`src/rtl/accum_scheduler_pkg.sv`:
```
// Shared field widths, exponent limit and FSM state encoding for the
// floating-point accumulation scheduler.
package accum_scheduler_pkg;

  localparam int SIGN_W = 1;
  localparam int EXP_W  = 6;
  localparam int MAN_W  = 12;

  localparam logic [EXP_W-1:0] EXP_MAX = 6'd63;

  typedef enum logic [2:0] {
    IDLE    = 3'd0,
    FETCH   = 3'd1,
    ISSUE   = 3'd2,
    WAIT    = 3'd3,
    CAPTURE = 3'd4,
    DONE    = 3'd5
  } state_e;

endpackage

```
`src/rtl/accum_normalize.sv`:
```
// Combinational post-processing of one adder result before it is written
// back into the accumulator: carry renormalisation, saturation, zero cleanup.
module accum_normalize
  import accum_scheduler_pkg::*;
(
  input  logic             aSign_i,
  input  logic             bSign_i,
  input  logic             addSign_i,
  input  logic [EXP_W-1:0] addExponent_i,
  input  logic [MAN_W-1:0] addMantissa_i,
  input  logic             addCout_i,
  output logic             sign_o,
  output logic [EXP_W-1:0] exponent_o,
  output logic [MAN_W-1:0] mantissa_o,
  output logic             sat_o
);

  // A carry only means mantissa overflow for an effective addition; for an
  // effective subtraction the adder's carry is meaningless.
  always_comb begin
    sign_o     = addSign_i;
    exponent_o = addExponent_i;
    mantissa_o = addMantissa_i;
    sat_o      = 1'b0;
    if ((aSign_i == bSign_i) && addCout_i) begin
      if (addExponent_i == EXP_MAX) begin
        exponent_o = EXP_MAX;
        mantissa_o = '1;
        sat_o      = 1'b1;
      end else begin
        exponent_o = addExponent_i + EXP_W'(1);
        mantissa_o = {1'b1, addMantissa_i[MAN_W-1:1]};
      end
    end
    if (mantissa_o == '0) begin
      sign_o     = 1'b0;
      exponent_o = '0;
    end
  end

endmodule

```
`src/rtl/accum_scheduler.sv`:
```
// Streams terms through a single external adder, folding them into an
// accumulator one add at a time and presenting the finished sum.
module accum_scheduler
  import accum_scheduler_pkg::*;
#(
  parameter int ADD_LAT = 2,
  parameter int CNT_W   = 6
) (
  input  logic             Clock_i,
  input  logic             Reset_i,
  input  logic             InValid_i,
  output logic             InReady_o,
  input  logic             InSign_i,
  input  logic [EXP_W-1:0] InExponent_i,
  input  logic [MAN_W-1:0] InMantissa_i,
  input  logic             InLast_i,
  output logic             AddSignA_o,
  output logic             AddSignB_o,
  output logic [EXP_W-1:0] AddExponentA_o,
  output logic [EXP_W-1:0] AddExponentB_o,
  output logic [MAN_W-1:0] AddMantissaA_o,
  output logic [MAN_W-1:0] AddMantissaB_o,
  input  logic             AddSignOut_i,
  input  logic [EXP_W-1:0] AddExponentOut_i,
  input  logic [MAN_W-1:0] AddMantissaOut_i,
  input  logic             AddCout_i,
  output logic             OutValid_o,
  input  logic             OutReady_i,
  output logic             OutSign_o,
  output logic [EXP_W-1:0] OutExponent_o,
  output logic [MAN_W-1:0] OutMantissa_o,
  output logic [CNT_W-1:0] OutCount_o,
  output logic             OutSat_o
);

  localparam int WAIT_W = $clog2(ADD_LAT + 2);

  state_e             state_q, state_d;
  logic               accSign_q, accSign_d;
  logic [EXP_W-1:0]   accExp_q, accExp_d;
  logic [MAN_W-1:0]   accMan_q, accMan_d;
  logic               bSign_q, bSign_d;
  logic [EXP_W-1:0]   bExp_q, bExp_d;
  logic [MAN_W-1:0]   bMan_q, bMan_d;
  logic               bLast_q, bLast_d;
  logic [CNT_W-1:0]   count_q, count_d;
  logic               sat_q, sat_d;
  logic [WAIT_W-1:0]  waitCnt_q, waitCnt_d;

  logic               normSign;
  logic [EXP_W-1:0]   normExp;
  logic [MAN_W-1:0]   normMan;
  logic               normSat;

  accum_normalize uNormalize (
    .aSign_i       (accSign_q),
    .bSign_i       (bSign_q),
    .addSign_i     (AddSignOut_i),
    .addExponent_i (AddExponentOut_i),
    .addMantissa_i (AddMantissaOut_i),
    .addCout_i     (AddCout_i),
    .sign_o        (normSign),
    .exponent_o    (normExp),
    .mantissa_o    (normMan),
    .sat_o         (normSat)
  );

  // Operands come straight from registers that only change in IDLE, FETCH
  // and CAPTURE, so they are frozen for the whole ISSUE/WAIT window.
  assign AddSignA_o     = accSign_q;
  assign AddExponentA_o = accExp_q;
  assign AddMantissaA_o = accMan_q;
  assign AddSignB_o     = bSign_q;
  assign AddExponentB_o = bExp_q;
  assign AddMantissaB_o = bMan_q;

  assign InReady_o     = (state_q == IDLE) || (state_q == FETCH);
  assign OutValid_o    = (state_q == DONE);
  assign OutSign_o     = accSign_q;
  assign OutExponent_o = accExp_q;
  assign OutMantissa_o = accMan_q;
  assign OutCount_o    = count_q;
  assign OutSat_o      = sat_q;

  always_comb begin
    state_d   = state_q;
    accSign_d = accSign_q;
    accExp_d  = accExp_q;
    accMan_d  = accMan_q;
    bSign_d   = bSign_q;
    bExp_d    = bExp_q;
    bMan_d    = bMan_q;
    bLast_d   = bLast_q;
    count_d   = count_q;
    sat_d     = sat_q;
    waitCnt_d = waitCnt_q;
    unique case (state_q)
      IDLE: begin
        if (InValid_i) begin
          accSign_d = InSign_i;
          accExp_d  = InExponent_i;
          accMan_d  = InMantissa_i;
          count_d   = CNT_W'(1);
          state_d   = InLast_i ? DONE : FETCH;
        end
      end
      FETCH: begin
        if (InValid_i) begin
          bSign_d = InSign_i;
          bExp_d  = InExponent_i;
          bMan_d  = InMantissa_i;
          bLast_d = InLast_i;
          state_d = ISSUE;
        end
      end
      // ISSUE plus ADD_LAT cycles of WAIT give the adder its full latency.
      ISSUE: begin
        if (ADD_LAT == 0) begin
          state_d = CAPTURE;
        end else begin
          waitCnt_d = WAIT_W'(1);
          state_d   = WAIT;
        end
      end
      WAIT: begin
        if (waitCnt_q == WAIT_W'(ADD_LAT)) begin
          state_d = CAPTURE;
        end else begin
          waitCnt_d = waitCnt_q + WAIT_W'(1);
        end
      end
      CAPTURE: begin
        accSign_d = normSign;
        accExp_d  = normExp;
        accMan_d  = normMan;
        sat_d     = sat_q | normSat;
        if (count_q != '1) begin
          count_d = count_q + CNT_W'(1);
        end
        state_d = bLast_q ? DONE : FETCH;
      end
      DONE: begin
        if (OutReady_i) begin
          sat_d   = 1'b0;
          state_d = IDLE;
        end
      end
      default: state_d = IDLE;
    endcase
  end

  always_ff @(posedge Clock_i or posedge Reset_i) begin
    if (Reset_i) begin
      state_q   <= IDLE;
      accSign_q <= 1'b0;
      accExp_q  <= '0;
      accMan_q  <= '0;
      bSign_q   <= 1'b0;
      bExp_q    <= '0;
      bMan_q    <= '0;
      bLast_q   <= 1'b0;
      count_q   <= '0;
      sat_q     <= 1'b0;
      waitCnt_q <= '0;
    end else begin
      state_q   <= state_d;
      accSign_q <= accSign_d;
      accExp_q  <= accExp_d;
      accMan_q  <= accMan_d;
      bSign_q   <= bSign_d;
      bExp_q    <= bExp_d;
      bMan_q    <= bMan_d;
      bLast_q   <= bLast_d;
      count_q   <= count_d;
      sat_q     <= sat_d;
      waitCnt_q <= waitCnt_d;
    end
  end

endmodule

```
`config.mk`:
```
export PLATFORM = sky130hd
export DESIGN_NAME = accum_scheduler
export DESIGN_NICKNAME = d
export VERILOG_FILES = /design/src/rtl/accum_scheduler_pkg.sv /design/src/rtl/accum_normalize.sv /design/src/rtl/accum_scheduler.sv
export SDC_FILE = /design/constraint.sdc
export NUM_CORES = 1
export LEC_CHECK = 0
export BUFFER_PORTS_ARGS = -buffer_cell sky130_fd_sc_hd__buf_2
export CORE_MARGIN = 2
export CORE_UTILIZATION = 45
export CTS_CLUSTER_SIZE = 8
export DETAILED_ROUTE_END_ITERATION = 8
export HOLD_SLACK_MARGIN = 0.03
export MAX_ROUTING_LAYER = met4
export PLACE_DENSITY_LB_ADDON = 0.12
export SYNTH_ARGS = -nofsm -noshare
export SYNTH_HDL_FRONTEND = slang
export SYNTH_SLANG_ARGS = --single-unit
```
`constraint.sdc`:
```
create_clock -name Clock_i -period 1.9 [get_ports Clock_i]
set_clock_uncertainty 0.15 [all_clocks]
set_input_delay 0.38 -clock Clock_i [delete_from_list [all_inputs] [get_ports Clock_i]]
set_output_delay 0.38 -clock Clock_i [all_outputs]
set_load 0.1 [all_outputs]
```
==> reports/qor.log <==
[timing] slew at the pin closest to its max-slew limit 493 ps
[cells_and_area] share of final-layout standard cells stronger than drive strength 1 44.3%
[min_path] worst min-delay path category in2reg
[synth] ys flop type sky130_fd_sc_hd__dfrtp_1
[synth] flop and latch count out of synthesis 51
[detailed_routing] first-iteration detailed-routing DRC count 100
[placed_design] Post-DP HPWL 4610 µm
[timing] Final min period 1830 ps
[detailed_routing] routed length on met3 418 µm
[timing] Max Clock Freq 547 MHz
[synth] unique cell type count in the Yosys netlist 45
[detailed_routing] total wire length 6530 µm
[global_routing] via count of the first global-routing pass 2083
[detailed_routing] count of vias placed by the detailed router 2285
[critical_path] Critical Path RT 1370 ps
[critical_path] critical path class reg2out
[cells_and_area] most frequent standard cell in the layout excluding fill and tap cells sky130_fd_sc_hd__buf_2
[placed_design] cell area after placement 3310 µm²
[die] Starting Density 46.8%
[synth] number of nets in the synthesized netlist 291
[cells_and_area] commonest cells after routing, fill and taps aside sky130_fd_sc_hd__buf_2 (107), sky130_fd_sc_hd__dfrtp_1 (42), sky130_fd_sc_hd__mux2i_1 (22)
[global_routing] total congestion overflow after global routing 0
[timing] Hold Violations, Final 0
[synth] post-synthesis sequential area ratio 46.1%
[min_path] number of cells on the worst hold path 2
[global_routing] Overall Global Routing Usage 20.0%
[global_routing] pin count of the biggest net entering global routing 29
[critical_path] largest delay contributor family on the critical path flip-flops
[cts] TritonCTS clock tree done
[job] number of maximum-capacitance constraint violations 0
[synth] dominant cells by area after synthesis sky130_fd_sc_hd__dfrtp_1 (46%), sky130_fd_sc_hd__mux2_1 (8.1%), sky130_fd_sc_hd__mux2i_1 (7.9%), sky130_fd_sc_hd__buf_4 (6.0%), sky130_fd_sc_hd__o221ai_1 (3.5%)
[global_routing] global-route wire length before repair 10100 µm
[cells_and_area] final net count 391
[synth] Warnings, synthesis 0
[critical_path] Critical Path Max Stage Delay 480 ps
[die] number of core rows 28
[synth] Syn Inst Count 244
[cts] clock sink total 51
[detailed_routing] via density per instance 5.44
[global_routing] initial antenna violation count 0
[timing] number of pins with negative max-slew slack in the final report 0
[synth] area of the mapped netlist 2770 µm²
[synth] most area-hungry cell type in the Yosys netlist sky130_fd_sc_hd__dfrtp_1
[die] die area 6800 µm²
[critical_path] Critical Path Stages 3
[timing] post-route fraction of the period consumed by the critical path 96.2%
[detailed_routing] wire length on met1 3030 µm
[placed_design] global placement routability congestion 0.782
[critical_path] cell with the biggest individual delay on the critical path sky130_fd_sc_hd__dfrtp_2
[cells_and_area] post-layout instance area 3470 µm²
[die] Die Y-Extent 82.5 µm
[critical_path] crit-path cells buf_4 -> nor2_2 -> buf_12
[cts] depth of the CTS H-tree 2
[critical_path] total buffers and inverters traversed by the critical path 2
[die] count of boundary I/O pins 110
[placed_design] number of port buffers 109
[detailed_routing] detailed-router iteration count before antenna repair 4
[timing] count of final setup violators 0
[die] die outline width 82.5 µm
[cts] cell at the root of the clock tree sky130_fd_sc_hd__clkbuf_8
[synth] area fraction of the dominant cell type after synthesis 46.1%
[cts] Worst-path clk slew 100 ps
[detailed_routing] routed wirelength normalized by instance count 15.5 µm
[cts] number of CTS-inserted buffers 5
[cells_and_area] layout overhead on the synthesized area 25.2%
[detailed_routing] met2 layer wire length in the routed design 3030 µm
[timing] setup repair after global routing missed its margin no
[cells_and_area] antenna diode count 0
[detailed_routing] post-detailed-route count of antenna-violating nets 0
[critical_path] crit path max fanout 6
[timing] worst slew margin relative to its limit 67.4%
[detailed_routing] highest signal layer in the routed design met4
[detailed_routing] number of design rule violations left after detail routing 0
[die] core area 5920 µm²
[cts] Clock Path Buffers 2
[synth] fraction of registers with async set/reset 100%
[critical_path] CP Data Arrival Time 1300 ps
[synth] average instance area after synthesis 11.4 µm²
[cts] clk_lat worst skew 300 ps
[cells_and_area] fill cell instance count of the final layout 539
[synth] count of flip-flops with a built-in enable after synthesis 0
[critical_path] element type at the critical path start register
[outcome] result of the run finished, final reports clean
[critical_path] number of cells on the worst reg-to-reg path 6
[critical_path] Setup crit end kind output pin
-- flip-flops by register name, summed over array words and instances (netlist names), 2 cells and up --
name,count
AddExponentA_o,6
AddExponentB_o,6
AddMantissaA_o,12
AddMantissaB_o,12
OutCount_o,6
state_q,3
waitCnt_q,2
-- layer usage --
layer | GRT usage (%) | vias to the layer above
met2 | 32.5 | 93
met1 | 26.3 | 1091
met5 | - | -
li1 | - | 1094
met3 | 3.70 | 7
met4 | 4.00 | 0
-- per-stage QoR --
step	hold slack, ps	setup TNS (ps)	util, %	setup WS (ps)	cells
floorplan	300	-24.8	-	-24.8	244
global placement	297	0	55.9	73.6	406
detailed placement	303	0	55.9	46.6	406
CTS	145	0	57.7	22.3	416
global route	153	0	58.6	12.9	420
finish	150	0	58.6	71.7	420
-- final timing paths --
kind,startpoint,endpoint,slack [ps]
max,state_q[1]$_DFFE_PP0P_,InReady_o,70
min,InExponent_i[1],AddExponentB_o[1]$_DFFE_PP0P_,150
max reg2reg,state_q[0]$_DFFE_PP0P_,AddExponentA_o[2]$_DFFE_PP0P_,100
min reg2reg,AddExponentB_o[3]$_DFFE_PP0P_,AddExponentB_o[3]$_DFFE_PP0P_,340
max in group asynchronous,Reset_i,AddSignB_o$_DFFE_PP0P_,770
min in group asynchronous,Reset_i,AddMantissaA_o[3]$_DFFE_PP0P_,500
-- cells in the mapped netlist, drive strengths merged, types with 3 or more instances --
master	number
mux2	20
nand2	7
o221ai	11
nor4	3
nand2b	5
o32ai	3
dfrtp	51
and2	3
nor3	4
nand3	4
ha	3
nor2	9
mux2i	22
a31oi	3
and4	3
and3	3
o22ai	6
a21oi	9
o21ai	16
inv	6
buf	31
-- cells by family after synthesis --
logic type	after synthesis	synth area share (%)
AND/OR/NAND/NOR	49	10.3
buffers and inverters	39	11.0
adder cells (fa/ha/maj)	3	1.36
AO/OA/AOI/OAI	57	14.2
XOR/XNOR	3	0.949
multiplexers	42	16.1
flip-flops	51	46.1
-- repair_timing --
action / CTS / global route
gates resized for setup: 3 / 2
pin swaps: 0 / 1
setup endpoints to repair: 2 / 17
gates cloned: 0 / 1
hold buffers: 1 / 0
hold endpoints to repair: 51 / 0
setup buffers: 1 / 3
-- worst reg2reg max path, delay by kind of cell, from the launching register on --
family          cells  cell delay (ps)
compound gates      1              110
simple gates        1              240
buf+inv             3              510
flops               1              430
mux                 1              230
-- final cells by class --
class	instances	area, µm²	area share (%)
timing repair buffer	126	764	22.0
clock inverter	3	15.0	0.433
sequential	51	1290	37.1
inverter	6	22.5	0.650
clock buffer	5	68.8	1.98
tap	75	93.8	2.71
multi-input combinational	154	1210	35.0
Power is not shown: default switching activity piles up to over one toggle a cycle in this logic, so the estimate is an artifact.
